**src/rtl/debug_frame_streamer_pkg.sv**
```systemverilog
// Shared types and constants for the debug frame streamer: FSM state encoding,
// default frame header and frame length helper.
package debug_frame_streamer_pkg;

    typedef enum logic [2:0] {
        ST_IDLE = 3'd0,
        ST_HDR  = 3'd1,
        ST_PCW  = 3'd2,
        ST_REGS = 3'd3,
        ST_CSUM = 3'd4
    } state_t;

    localparam logic [15:0] HEADER_WORD_DEFAULT = 16'hD5B6;
    localparam int          DROP_W              = 8;

    // Header + PC + registers + checksum.
    function automatic int frame_words(input int num_regs);
        return num_regs + 3;
    endfunction

endpackage

```
**src/rtl/debug_frame_streamer_word_select.sv**
```systemverilog
// Combinational frame-word mux: picks the word that belongs to a given
// (state, register index) from the snapshot, PC and checksum.
module debug_frame_streamer_word_select
    import debug_frame_streamer_pkg::*;
#(
    parameter int                  NumRegs    = 8,
    parameter int                  RegWidth   = 16,
    parameter int                  IdxW       = 3,
    parameter logic [RegWidth-1:0] HeaderWord = RegWidth'(HEADER_WORD_DEFAULT)
) (
    input  state_t                        state,
    input  logic [IdxW-1:0]               idx,
    input  logic [NumRegs*RegWidth-1:0]   snap,
    input  logic [RegWidth-1:0]           pc,
    input  logic [RegWidth-1:0]           csum,
    output logic [RegWidth-1:0]           word
);

    always_comb begin
        word = '0;
        case (state)
            ST_HDR:  word = HeaderWord;
            ST_PCW:  word = pc;
            ST_REGS: word = snap[int'(idx) * RegWidth +: RegWidth];
            ST_CSUM: word = csum;
            default: word = '0;
        endcase
    end

endmodule

```
**src/rtl/debug_frame_streamer.sv**
```systemverilog
// Snapshots the core register file and PC on Trigger and streams them as a
// header/PC/regs/checksum frame over a valid/ready port.
module debug_frame_streamer
    import debug_frame_streamer_pkg::*;
#(
    parameter int                  NumRegs    = 8,
    parameter int                  RegWidth   = 16,
    parameter logic [RegWidth-1:0] HeaderWord = RegWidth'(HEADER_WORD_DEFAULT)
) (
    input  logic                          Clk,
    input  logic                          Reset,
    input  logic [NumRegs*RegWidth-1:0]   DebugData,
    input  logic [RegWidth-1:0]           PC,
    input  logic                          Trigger,
    output logic [RegWidth-1:0]           OutData,
    output logic                          OutValid,
    input  logic                          OutReady,
    output logic                          OutLast,
    output logic                          Busy,
    output logic [DROP_W-1:0]             DropCount
);

    localparam int              IdxW    = (NumRegs > 1) ? $clog2(NumRegs) : 1;
    localparam logic [IdxW-1:0] LastIdx = IdxW'(NumRegs - 1);

    function automatic logic [DROP_W-1:0] sat_inc(input logic [DROP_W-1:0] v);
        return (v == {DROP_W{1'b1}}) ? v : v + DROP_W'(1);
    endfunction

    state_t                        state, state_nxt;
    logic [IdxW-1:0]               idx, idx_nxt;
    logic                          xfer, capture, drop, load;

    logic [NumRegs*RegWidth-1:0]   snap_data_p0;
    logic [RegWidth-1:0]           snap_pc_p0;
    logic [RegWidth-1:0]           sum_p0, sum_nxt, csum_nxt, cur_reg;
    logic [RegWidth-1:0]           word_nxt, word_p1;
    logic                          vld_p1, last_p1;
    logic [DROP_W-1:0]             drop_cnt;

    always_comb begin
        xfer      = vld_p1 & OutReady;
        state_nxt = state;
        idx_nxt   = idx;
        capture   = 1'b0;
        case (state)
            ST_IDLE: begin
                if (Trigger) begin
                    capture   = 1'b1;
                    state_nxt = ST_HDR;
                end
            end
            ST_HDR: begin
                if (xfer) state_nxt = ST_PCW;
            end
            ST_PCW: begin
                if (xfer) begin
                    state_nxt = ST_REGS;
                    idx_nxt   = '0;
                end
            end
            ST_REGS: begin
                if (xfer) begin
                    if (idx == LastIdx) state_nxt = ST_CSUM;
                    else                idx_nxt   = idx + IdxW'(1);
                end
            end
            ST_CSUM: begin
                // A trigger landing on the checksum transfer chains the next frame
                if (xfer) begin
                    if (Trigger) begin
                        capture   = 1'b1;
                        state_nxt = ST_HDR;
                    end else begin
                        state_nxt = ST_IDLE;
                    end
                end
            end
            default: state_nxt = ST_IDLE;
        endcase
        drop = Trigger & (state != ST_IDLE) & ~capture;
        load = capture | xfer;
    end

    always_ff @(posedge Clk) begin
        if (Reset) begin
            state <= ST_IDLE;
            idx   <= '0;
        end else begin
            state <= state_nxt;
            idx   <= idx_nxt;
        end
    end

    // Checksum folds in each word as it is transferred, so the value handed to
    // the mux on the last register transfer already includes that register.
    always_comb begin
        cur_reg = snap_data_p0[int'(idx) * RegWidth +: RegWidth];
        sum_nxt = sum_p0;
        if (xfer && (state == ST_PCW))  sum_nxt = sum_p0 + snap_pc_p0;
        if (xfer && (state == ST_REGS)) sum_nxt = sum_p0 + cur_reg;
        csum_nxt = -sum_nxt;
    end

    debug_frame_streamer_word_select #(
        .NumRegs    (NumRegs),
        .RegWidth   (RegWidth),
        .IdxW       (IdxW),
        .HeaderWord (HeaderWord)
    ) u_word_select (
        .state (state_nxt),
        .idx   (idx_nxt),
        .snap  (snap_data_p0),
        .pc    (snap_pc_p0),
        .csum  (csum_nxt),
        .word  (word_nxt)
    );

    // ---- p0: snapshot capture and checksum accumulation ----
    always_ff @(posedge Clk) begin
        if (Reset) begin
            snap_data_p0 <= '0;
            snap_pc_p0   <= '0;
            sum_p0       <= '0;
        end else if (capture) begin
            snap_data_p0 <= DebugData;
            snap_pc_p0   <= PC;
            sum_p0       <= '0;
        end else begin
            sum_p0       <= sum_nxt;
        end
    end

    // ---- p1: registered output word, held while the sink stalls ----
    always_ff @(posedge Clk) begin
        if (Reset) begin
            word_p1  <= '0;
            vld_p1   <= 1'b0;
            last_p1  <= 1'b0;
            drop_cnt <= '0;
        end else begin
            if (load) begin
                word_p1 <= word_nxt;
                vld_p1  <= (state_nxt != ST_IDLE);
                last_p1 <= (state_nxt == ST_CSUM);
            end
            if (drop) drop_cnt <= sat_inc(drop_cnt);
        end
    end

    assign OutData   = word_p1;
    assign OutValid  = vld_p1;
    assign OutLast   = last_p1;
    assign Busy      = (state != ST_IDLE);
    assign DropCount = drop_cnt;

endmodule
```
**config.mk**
```make
export PLATFORM = sky130hd
export DESIGN_NAME = debug_frame_streamer
export DESIGN_NICKNAME = d
export VERILOG_FILES = /design/src/rtl/debug_frame_streamer_pkg.sv /design/src/rtl/debug_frame_streamer_word_select.sv /design/src/rtl/debug_frame_streamer.sv
export SDC_FILE = /design/constraint.sdc
export NUM_CORES = 1
export LEC_CHECK = 0
export ABC_AREA = 1
export ABC_CLOCK_PERIOD_IN_PS = 11500
export CAP_MARGIN = 15
export CORE_AREA = 2 2 136 165
export DETAILED_ROUTE_END_ITERATION = 8
export DIE_AREA = 0 0 138 167
export PLACE_DENSITY = 0.8
export SLEW_MARGIN = 40
export SYNTH_ARGS = -nofsm -noshare
export SYNTH_HDL_FRONTEND = slang
export SYNTH_SLANG_ARGS = --single-unit
```
**constraint.sdc**
```tcl
create_clock -name Clk -period 11.5 [get_ports Clk]
set_clock_uncertainty 0.1 [all_clocks]
set_input_delay 2.3 -clock Clk [delete_from_list [all_inputs] [get_ports Clk]]
set_output_delay 2.3 -clock Clk [all_outputs]
set_load 0.05 [all_outputs]
```
## Word-level counts from Yosys, hierarchy flattened

Cells that the tools add are included.

| cells by class | value |
|---|---|
| add/subtract/negate cells | 5 |
| multipliers | 0 |
| div/mod/pow operators | 0 |
| magnitude comparators | 0 |
| eq/ne operators | 10 |
| shift-type cells | 2 |
| mux-type cells | 18 |
| bitwise gates (word level) | 6 |
| reductions and logical operators | 7 |

Operator list:

| kind | count |
|---|---|
| variable part select 128 x 8 -> 16 bit | 2 |
| one-hot mux 16 bit (4 select lines) | 1 |
| adder 16 bit | 2 |
| two-way mux 16 bit | 2 |
| two-way mux 3 bit | 9 |
| negator 16 bit | 1 |
| one-hot mux 3 bit (5 select lines) | 1 |
| equality test 3 x 2 -> 1 bit, second input constant | 4 |
| equality test 3 bit, second input constant | 3 |
| adder 8 x 1 -> 8 bit, second input constant | 1 |
| equality test 8 bit, second input constant | 1 |
| equality test 3 x 1 -> 1 bit, second input constant | 2 |
| one-hot mux 3 bit (2 select lines) | 1 |
| nonzero test 3 bit | 2 |
| adder 3 x 1 -> 3 bit, second input constant | 1 |
| bitwise AND 1 bit | 3 |
| zero test 3 bit | 1 |
| two-way mux 1 bit | 3 |
| logical AND 1 bit | 2 |
| inverter 1 bit | 2 |
| one-hot mux 1 bit (2 select lines) | 1 |
| AND reduction 2 bit | 1 |
| OR reduction 2 bit | 1 |
| OR 1 bit | 1 |

| storage, ports and cells | value |
|---|---|
| bits in registers | 192 |
| latch bits | 0 |
| RAM bits | 0 |
| bits in read-only memories | 0 |
| bits of input ports | 148 |
| output and inout bits | 27 |
| logic and storage cells | 57 |
| memories | 0 |

## Logic depth before layout (Yosys ltp)

Gate-level depths: netlist (run 1).

| depth | value |
|---|---|
| depth in word-level cells | 6 |
| depth in mapped cells | 28 |
| mapped depth without buffers | 26 |

## Cells and area by module

Synthesis (run 1) repeated with hierarchy kept, for this count alone.

| unflattened totals | value |
|---|---|
| cell total of the unflattened synthesis | 2098 |
| area, all modules | 12410.7 sq um |

By module, submodules not included:

| module | instances | cells each | area each (sq um) | seq. area each (sq um) |
|---|---|---|---|---|
| debug_frame_streamer | 1 | 1640 | 10477.5 | 3843.7 |
| debug_frame_streamer_word_select | 1 | 458 | 1933.1 | 0.0 |

## Worst setup path before layout (run 1)

OpenSTA, ideal clock, no wires.

| timing | value |
|---|---|
| path kind | input to register |
| start point | in OutReady |
| end point | reg word_p1[10], in the netlist OutData[10] |
| setup time | 0.130 ns |
| data arrival time | 4.023 ns |
| required time | 11.270 ns |
| setup slack | 7.247 ns |
| stages on the path | 19 |
| buffers on the path | 0 |
| cells stage by stage | nand2_2 -> inv_2 -> nand2_4 -> clkinv_4 -> nand2_1 -> nand2_1 -> inv_1 -> ha_1 -> inv_1 -> nor2_2 -> nand3_1 -> nor2_2 -> nand2_2 -> o21ai_1 -> nand2_1 -> o21ai_0 -> nand3_1 -> nand2_1 -> a21oi_1 |

| between the ends | value |
|---|---|
| cells in the longest elaborated chain, start to end | 6 |
| elaborated cells on any way between the ends | 23 |
| classes of those cells | add/sub (1); eq/ne (4); shift (1); mux (13); bitwise (2); reduce/logical (2) |

RTL lines:

| item | line | text |
|---|---|---|
| start: declaration | debug_frame_streamer.sv:17 | `input logic OutReady,` |
| bitwise AND 1 bit (*) | debug_frame_streamer.sv:42 | `xfer = vld_p1 & OutReady;` |
| branches (longest 5 deep; another with variable part select 128 x 8 -> 16 bit) | -- |  |
| end signal: assignment | debug_frame_streamer.sv:143 | `word_p1 <= word_nxt;` |
| end: declaration | debug_frame_streamer.sv:37 | `logic [RegWidth-1:0] word_nxt, word_p1;` |

Mark *: on every way between the ends.
A chain may end at the register's enable or synchronous reset.

## Worst setup path after layout (run 1)

| timing | value |
|---|---|
| start point | in OutReady |
| end point | reg word_p1[6], in the netlist OutData[6] |

Same word-level chain as after synthesis.

==> results by group, run 1 <==
Run status
  • Status: finished clean

Power
  • Leakage power: 6.04 nW
  • Clock share of power: 35.1%
  • Worst VDD drop: 0.000114 V
  • Combinational Power Share: 20.6%
  • Power Density: 127 nW/um^2
  • Internal power: 0.00117 W
  • Power Total: 0.00176 W
  • Reg power frac: 44.4%
  • Sw Ratio: 33.9%
  • Net switching power: 0.000599 W

Die
  • Die Wd: 138 um
  • Die Span Y: 167 um
  • Total Die Area: 23000 um^2
  • Rows: 59
  • Initial Util: 54.2%
  • Total core area: 21400 um^2
  • I/O pin count: 175

Detailed routing
  • Vias: 12900
  • Avg WL per Cell: 18.9 um
  • First DRT Iteration DRCs: 1249
  • Routed Antenna Nets: 0
  • Post-Route WL: 41800 um
  • DRC viols: 0
  • Drt via density: 5.84
  • TritonRoute pass-1 iters: 6

GRT
  • Grt total ovfl: 0
  • GRT Total Usage: 35.2%
  • First-pass GRT wire length: 64300 um
  • Vias in the first global route: 11600
  • Initial antenna violation count: 0
  • Largest net degree at the start of global routing: 94

Clock network
  • CTS tree: yes
  • # Post-CTS Setup Buffers: 0
  • Clock Path Buffers: 2
  • CTS root buffer: clkbuf_16
  • Cts hold-fix bufs: 0
  • Post-CTS sizing: 0
  • H-tree depth: 4
  • Clock Pin Slew Worst Setup and Hold Paths: 0.08 ns
  • Clk_lat worst skew: 0.45 ns
  • Number of CTS-inserted buffers: 17
  • # clock sinks: 192

Timing
  • Min cycle time layout: 5.93 ns
  • Final setup margin: 5.57 ns
  • Final hold violation count: 0
  • Sum of negative setup slack: 0 ns
  • Worst relative slew slack: 43.6%
  • Max Clk Rate: 169 MHz
  • Fin. max-slew vios: 0
  • Least-Margin Pin Slew: 0.841 ns
  • RSZ-0062 raised after global routing: no
  • Final setup vio count: 0
  • Final worst-path cycle share: 51.6%

Final layout
  • Layout cells sized above 1: 4.12%
  • Layout Nets: 2111
  • # fillers: 2011
  • Antenna Cells: 0
  • Area growth from synthesis to layout: 20.1%

Synth
  • Top cell type's share of synthesized area: 33.2%
  • Cell taking the most area after synthesis: dfxtp_1
  • Fraction of the mapped netlist area in simple logic gates: 25.3%
  • Synthesized Nets: 2011
  • Post-Syn Instances: 1828
  • Compound-Gate Fraction of Synth Area: 26.4%
  • Post-synthesis adder-cell area fraction: 3.91%
  • Synth Area per Inst: 6.34 um^2
  • Largest cells by area after synthesis: dfxtp_1, o21ai_0, a21oi_1, nand2_1, nor2_1
  • Mux cell area share after synthesis: 0%
  • Post-synth EDFFs: 0
  • Count leader, synth: nand2_1
  • Synth Warn #: 0
  • #FFs+latches synth: 192
  • Post-synthesis sequential area ratio: 33.2%
  • Largest family of logic cells by synthesized area: compound AO/OA/AOI/OAI gates
  • Most used DFF post-synth: dfxtp_1
  • Synth cell types: 49
  • Xor/xnor share of the synthesized area: 0.227%
  • Netlist area before placement: 11600 um^2
  • Asr flop ratio synth: 0%
  • Synth top cells by count: nand2_1, o21ai_0, nor2_1

Critical path
  • Critical path arrival: 6.20 ns
  • Worst-path fanout max: 75
  • Reg2reg start: idx[1]$_SDFF_PP0_
  • Setup crit end kind: flop
  • Register-to-Register Path Depth: 28
  • Slowest-stage cell, CP: clkinv_2
  • CP Class: in -> reg
  • Worst reg2reg path endpoint: OutData[15]$_SDFFE_PP0P_
  • Top cell by count, worst path: nand2_1
  • Required @ worst endpoint: 11.77 ns
  • Crit path cell chain: clkdlybuf4s50_1 > nand2_2 > inv_2 > nand2_4 > clkinv_4 > nand2_1 > nand2_1 > nand2_2 > buf_4 > clkinv_2 > o21ai_0 > a21oi_1 > o21ai_1 > nand3_1 > nand3_1 > nand2_1 > a21oi_1
  • Startpoint Class: input port
  • Slowest stage delay, CP: 0.76 ns
  • Reg2Reg Setup Slack: 6.14 ns

Placement
  • Place WS: 5.60 ns
  • DP HPWL: 31400 um
  • RD Place Congestion: 0.974
  • # port buffers: 174

Worst hold path
  • Hold Path Stages: 2
  • HP Class: reg -> reg
  • Worst hold endpoint: OutLast$_SDFFE_PP0P_
  • Min-delay src: OutLast$_SDFFE_PP0P_

Run
  • Maxcap violations: 0
-- flip-flops by register name, summed over array words and instances (netlist names) --
register,count
OutData,16
DropCount,8
snap_pc_p0,16
OutLast,1
OutValid,1
snap_data_p0,128
idx,3
state,3
sum_p0,16
-- power groups by stage --
stage	Combinational (W)	Sequential, W	Clock (W)
after detailed placement	0.000355	0.000794	0
after global placement	0.000350	0.000794	0
final	0.000363	0.000783	0.000619
after floorplan	0.000202	0.000796	0
after global routing	0.000398	0.000786	0.000642
after CTS	0.000357	0.000779	0.000616
-- area by class of cell --
class / instances / area (um^2) / area share [%]
Clock buffer: 18 / 439 / 3.15
Timing Repair Buffer: 186 / 1830 / 13.1
Sequential cell: 192 / 3840 / 27.6
Inverter: 209 / 797 / 5.72
Multi-Input combinational cell: 1322 / 6490 / 46.6
Tap cell: 274 / 343 / 2.46
Clock inverter: 14 / 179 / 1.29
-- worst max-delay path, delay by kind of cell --
family,cells,cell delay [ns]
AOI/OAI and AO/OA,4,0.82
buffers and inverters,5,2.07
and+or+nand+nor,8,0.92
-- placed cells by master, fill, tap and decap left out, drive strengths merged, types with 3 or more instances in the layout --
cell and instances:
nor3 7, clkdlybuf4s50 173, nand2 299, o21ai 299
ha 33, a31oi 18, inv 209, nand3 116
clkinv 13, clkbuf 18, a211oi 3, a21oi 230
dfxtp 192, nand4 9, o211ai 22, nand3b 6
buf 13, nor2 259
-- per-stage QoR --
step,instance area [um^2],util (%),instances,hold slack [ns]
finish,13900,65.0,2215,0.379
global route,13900,65.0,2215,0.399
CTS,13900,65.0,2215,0.375
detailed placement,13300,62.1,2183,0.364
global placement,13300,62.1,2183,0.355
floorplan,11600,-,1828,0.330
-- routing by layer --
metal	share of wire, %	GRT usage, %
met1	40	44.4
met2	47	58.0
met3	6.7	4.57
met4	6.3	19.9
met5	0	0
-- how the worst max path moves through the flow --
stage,from,to,depth (start not counted)
final,OutReady,OutData[6]$_SDFFE_PP0P_,17
after global routing,OutReady,OutData[6]$_SDFFE_PP0P_,17
after global placement,OutReady,OutData[13]$_SDFFE_PP0P_,19
after CTS,OutReady,OutData[6]$_SDFFE_PP0P_,17
after detailed placement,OutReady,OutData[13]$_SDFFE_PP0P_,19
after floorplan,OutReady,OutData[10]$_SDFFE_PP0P_,19
-- kinds of logic (layout without fill, tap and decap cells) --
kind of cell	Yosys count	in the layout
simple gates	700	700
fa+ha+maj	35	35
xor+xnor	3	3
compound gates	584	584
buf+inv	314	427
flops	192	192
Note: power is estimated with default switching activity, not from simulation.
==> inputs of run 2 (changes only) <==
Settings changed: ABC_CLOCK_PERIOD_IN_PS 11500 to 5280, CORE_AREA 2 2 136 165 to 2 2 143 172, DIE_AREA 0 0 138 167 to 0 0 145 174, PLACE_DENSITY 0.8 to 0.77.
Clock period 11.5 ns to 5.28 ns, I/O delays scaled along.
==> run 2 against run 1 <==
Effect of this change: sequential cell count unchanged; global-route usage decreased by 4.5 points; clock power increased by 120%; sequential power increased by 120%; non-clock buffer count increased by 8; critical endpoint is now OutData[11]$_SDFFE_PP0P_.
==> results by group, run 2 (synthesized netlist as in run 1, its figures left out) <==
Clock network
  • CTS tree: yes
  • Cts hold-fix bufs: 0
  • # Post-CTS Setup Buffers: 0
  • Post-CTS sizing: 0
  • H-tree depth: 4
  • # clock sinks: 192
  • CTS root buffer: clkbuf_16
  • Clock Pin Slew Worst Setup and Hold Paths: 0.08 ns
  • Number of CTS-inserted buffers: 17
  • Clock Path Buffers: 2
  • Clk_lat worst skew: 0.45 ns

GRT
  • Vias in the first global route: 11900
  • Largest net degree at the start of global routing: 210
  • Initial antenna violation count: 0
  • First-pass GRT wire length: 62100 um
  • GRT Total Usage: 30.7%
  • Grt total ovfl: 0

Detailed routing
  • Vias: 12800
  • Avg WL per Cell: 17.6 um
  • Drt via density: 5.65
  • First DRT Iteration DRCs: 1470
  • Post-Route WL: 39800 um
  • Routed Antenna Nets: 0
  • DRC viols: 0
  • TritonRoute pass-1 iters: 6

Critical path
  • Worst Setup SP: idx[0]$_SDFF_PP0_
  • Startpoint Class: flop
  • Setup crit end kind: flop
  • Required @ worst endpoint: 5.49 ns
  • Reg2Reg Setup Slack: 0.90 ns
  • Worst-path fanout max: 22
  • Critical path arrival: 4.58 ns
  • Reg2reg start: idx[0]$_SDFF_PP0_
  • CP Class: reg -> reg

Final layout
  • Commonest non-fill, non-tap cells in the layout: nand2_1, o21ai_0, nor2_1, a21oi_1, inv_1
  • Antenna Cells: 0
  • Layout Nets: 2119
  • Layout cells sized above 1: 4.52%
  • Top reg by flops: snap_data_p0
  • Commonest non-fill, non-tap cell in the layout: nand2_1
  • Max reg flops: 128
  • # fillers: 2244
  • Area growth from synthesis to layout: 21.2%

Placement
  • # port buffers: 174
  • Place WS: 0.910 ns
  • RD Place Congestion: 0.982
  • DP HPWL: 29400 um

Power
  • Leakage power: 6.08 nW
  • Power Total: 0.00384 W
  • Power Density: 273 nW/um^2
  • Worst VDD drop: 0.000226 V

Run status
  • Status: finished clean

Timing
  • Final worst-path cycle share: 82.9%
  • Fin. max-slew vios: 0
  • Min cycle time layout: 4.38 ns
  • Worst hold slack: 0.375 ns
  • Final hold violation count: 0
  • RSZ-0062 raised after global routing: no
  • Least-Margin Pin Slew: 0.939 ns
  • Final setup vio count: 0
  • Final setup margin: 0.905 ns
  • Worst relative slew slack: 37.4%
  • Max Clk Rate: 229 MHz
  • Sum of negative setup slack: 0 ns

Die
  • Die Span Y: 174 um
  • Initial Util: 49.0%
  • Rows: 62
  • I/O pin count: 175
  • Total core area: 23700 um^2
  • Total Die Area: 25200 um^2
  • Die Wd: 145 um

Worst hold path
  • HP Class: reg -> reg
  • Min-delay src: snap_data_p0[11]$_SDFFE_PP0P_

Run
  • Maxcap violations: 0
run 2: path summary, 6_finish.rpt:
check / end / depth (start not counted)
setup reg to reg: OutData[11]$_SDFFE_PP0P_ / 22
hold reg to reg: snap_data_p0[11]$_SDFFE_PP0P_ / 2
setup / recovery: OutData[11]$_SDFFE_PP0P_ / 22
hold / removal: snap_data_p0[11]$_SDFFE_PP0P_ / 2
run 2: layout make-up:
type | count | area, um^2 | share of cell area [%]
clock buffer | 17 | 425 | 3.03
clock inverter | 15 | 195 | 1.39
inverter | 209 | 797 | 5.67
multi-input combinational | 1322 | 6480 | 46.1
sequential | 192 | 3840 | 27.4
tap | 320 | 400 | 2.85
timing repair buffer | 194 | 1910 | 13.6
run 2: per-stage QoR:
step,utilization [%],std cells,instance area [um^2]
after floorplan,-,1828,11600
after global placement,56.8,2237,13400
after detailed placement,56.8,2237,13400
after CTS,59.4,2269,14100
after global routing,59.4,2269,14100
final,59.4,2269,14100
run 2: per-layer routing:
layer  share of wire [%]  GRT usage, %  vias up
met5                   0             0        -
met4                 6.5          19.0        0
met3                 7.1          4.17      139
met2                  46          50.5      588
met1                  40          38.1     5806
li1                    -             -     6282
run 2: worst max-delay path: stages (launching register included):
cell and delay [ns]:
dfxtp_2 0.33, clkinv_1 0.43, buf_4 0.40, nor2_1 0.11
o21ai_0 0.10, a21oi_1 0.34, a31oi_1 0.17, ha_1 0.43
nand2_1 0.12, nor2_1 0.27, nand3_1 0.19, nand3_1 0.12
nand2_1 0.05, inv_1 0.05, nor2_1 0.04, a21oi_2 0.27
nand3_1 0.18, nor2_4 0.18, nor2_1 0.05, o21ai_0 0.08
nand3_1 0.10, nand2_1 0.07, a21oi_1 0.06
run 2: report_power, final:
part / switching (W) / total (W) / internal [W]
sequential: 0.000100 / 0.00169 / 0.00159
clock: 0.000699 / 0.00135 / 0.000655
combinational: 0.000501 / 0.000799 / 0.000298
total: 0.00130 / 0.00384 / 0.00254
==> inputs of run 3 (changes only) <==
Settings changed: ABC_CLOCK_PERIOD_IN_PS 5280 to 3700.
Clock period 5.28 ns to 3.7 ns, I/O delays scaled along.
==> run 3 against run 2 <==
Effect of this change: sequential cell count unchanged; die area did not move; routed wire length rose by 4.5%; non-clock buffer count grew 43; clock power up 44%; sequential power up 43%; count of clock-buffer cells in the layout up 1; via count rose by 0.16%; power increased by 44%; largest power group unchanged.
==> results by group, run 3 (synthesized netlist as in run 1, its figures left out) <==
Final layout
  • Post-route design area: 14700 um^2
  • Layout Cells excl Fill: 2312
  • Layout cells sized above 1: 8.48%
  • Commonest non-fill, non-tap cells in the layout: nand2_1, o21ai_0, nor2_1, a21oi_1, inv_1
  • Layout Nets: 2162
  • Top reg by flops: snap_data_p0
  • Area growth from synthesis to layout: 26.9%
  • Antenna Cells: 0
  • Commonest non-fill, non-tap cell in the layout: nand2_1
  • Max reg flops: 128

Timing
  • Least-Margin Pin Slew: 0.624 ns
  • Min cycle time layout: 3.44 ns
  • Final hold violation count: 0
  • Max Clk Rate: 291 MHz
  • Final setup vio count: 0
  • Worst relative slew slack: 58.4%
  • Final setup margin: 0.258 ns
  • Final worst-path cycle share: 93.0%
  • Fin. max-slew vios: 0
  • Worst hold slack: 0.367 ns

Critical path
  • Required @ worst endpoint: 3.93 ns
  • Startpoint Class: flop
  • Setup crit end kind: flop
  • CP Class: reg -> reg
  • Critical path arrival: 3.67 ns
  • Slowest-stage cell, CP: fa_1
  • Top cell by count, worst path: nand2_1
  • Worst-path fanout max: 28
  • Slowest stage delay, CP: 0.41 ns

Placement
  • DP HPWL: 31500 um
  • # port buffers: 174
  • Place WS: 0.0615 ns
  • Post-Place Cells: 2277
  • DP Area: 13800 um^2
  • RD Place Congestion: 0.971

Clock network
  • Clk_lat worst skew: 0.45 ns
  • H-tree depth: 4
  • Clock Pin Slew Worst Setup and Hold Paths: 0.08 ns
  • CTS root buffer: clkbuf_16
  • Clock Path Buffers: 2
  • Number of CTS-inserted buffers: 17
  • CTS tree: yes
  • # clock sinks: 192
  • Cts hold-fix bufs: 0

Die
  • Initial Util: 49.0%
  • I/O pin count: 175
  • Die Wd: 145 um
  • Rows: 62
  • Total core area: 23700 um^2
  • Total Die Area: 25200 um^2
  • Die Span Y: 174 um

GRT
  • GRT Total Usage: 32.4%
  • Vias in the first global route: 12200
  • Grt total ovfl: 0
  • Initial antenna violation count: 0
  • First-pass GRT wire length: 64900 um
  • Largest net degree at the start of global routing: 106

Power
  • Clock share of power: 35.1%
  • Power Density: 377 nW/um^2
  • Sw Ratio: 33.8%
  • Power Total: 0.00554 W
  • Reg power frac: 43.6%
  • Worst VDD drop: 0.000314 V
  • Leakage power: 6.39 nW
  • Combinational Power Share: 21.3%
  • Net switching power: 0.00187 W
  • Internal power: 0.00367 W

Run status
  • Status: finished clean

Detailed routing
  • Avg WL per Cell: 18.0 um
  • First DRT Iteration DRCs: 1020
  • DRC viols: 0
  • TritonRoute pass-1 iters: 5
  • Routed Antenna Nets: 0
  • Drt via density: 5.55
  • Post-Route WL: 41600 um
  • Vias: 12800

Run
  • Maxcap violations: 0

Worst hold path
  • HP Class: reg -> reg
[run 3: changes by cell type in the layout (fill, tap and decap cells not counted), sizes merged]
| cell | change |
|---|---|
| clkdlybuf4s50 | +1 |
| clkbuf | +3 |
| inv | -2 |
| buf | +40 |
| clkinv | +1 |
[run 3: power groups by stage]
stage / clock network, W / registers [W] / logic [W]
floorplan: 0 / 0.00247 / 0.000627
global placement: 0 / 0.00245 / 0.00114
detailed placement: 0 / 0.00245 / 0.00115
CTS: 0.00197 / 0.00241 / 0.00116
global route: 0.00204 / 0.00243 / 0.00131
finish: 0.00195 / 0.00241 / 0.00118
[run 3: final cells by class]
class | count | area [um^2]
fillers | 2241 | 8950
multi-input cells | 1322 | 6650
flip-flops and latches | 192 | 3850
repair buffers | 237 | 2380
inverters | 209 | 801
clock buffers | 18 | 439
well taps | 320 | 400
clock inverters | 14 | 186
[run 3: per-layer routing]
metal | part of all wire (%) | track usage, % | up-vias | routed length [um]
li1 | - | - | 6367 | -
met1 | 41 | 39.9 | 5858 | 16900
met5 | 0 | 0 | - | 0
met2 | 47 | 54.7 | 511 | 19700
met4 | 6.5 | 19.9 | 0 | 2710
met3 | 5.5 | 3.20 | 99 | 2300
[run 3: final timing paths]
check                       start                  endpoint  slack, ns  depth (start not counted)
max             idx[0]$_SDFF_PP0_  OutData[15]$_SDFFE_PP0P_       0.26                         26
min reg2reg  OutLast$_SDFFE_PP0P_      OutLast$_SDFFE_PP0P_       0.37                          2
max reg2reg     idx[0]$_SDFF_PP0_  OutData[15]$_SDFFE_PP0P_       0.26                         26
min          OutLast$_SDFFE_PP0P_      OutLast$_SDFFE_PP0P_       0.37                          2
[run 3: per-stage QoR]
step           utilization [%]  setup TNS (ns)
2_1_floorplan                -               0
3_3_place_gp              58.4               0
3_5_place_dp              58.4               0
4_1_cts                   61.1               0
5_1_grt                   62.2         -0.0158
6_report                  62.2               0
[run 3: worst max-delay path: cells and delay by family (launching register included)]
kind / cells / cell delay [ns]
flops: 1 / 0.37
simple gates: 15 / 1.23
compound gates: 5 / 0.58
buf+inv: 4 / 0.45
fa+ha+maj: 2 / 0.62
[run 3: timing repair]
| item | in CTS | in global routing |
|---|---|---|
| gates resized for setup | 0 | 59 |
| endpoints found under the setup margin | 0 | 11 |
| setup buffers | 0 | 1 |
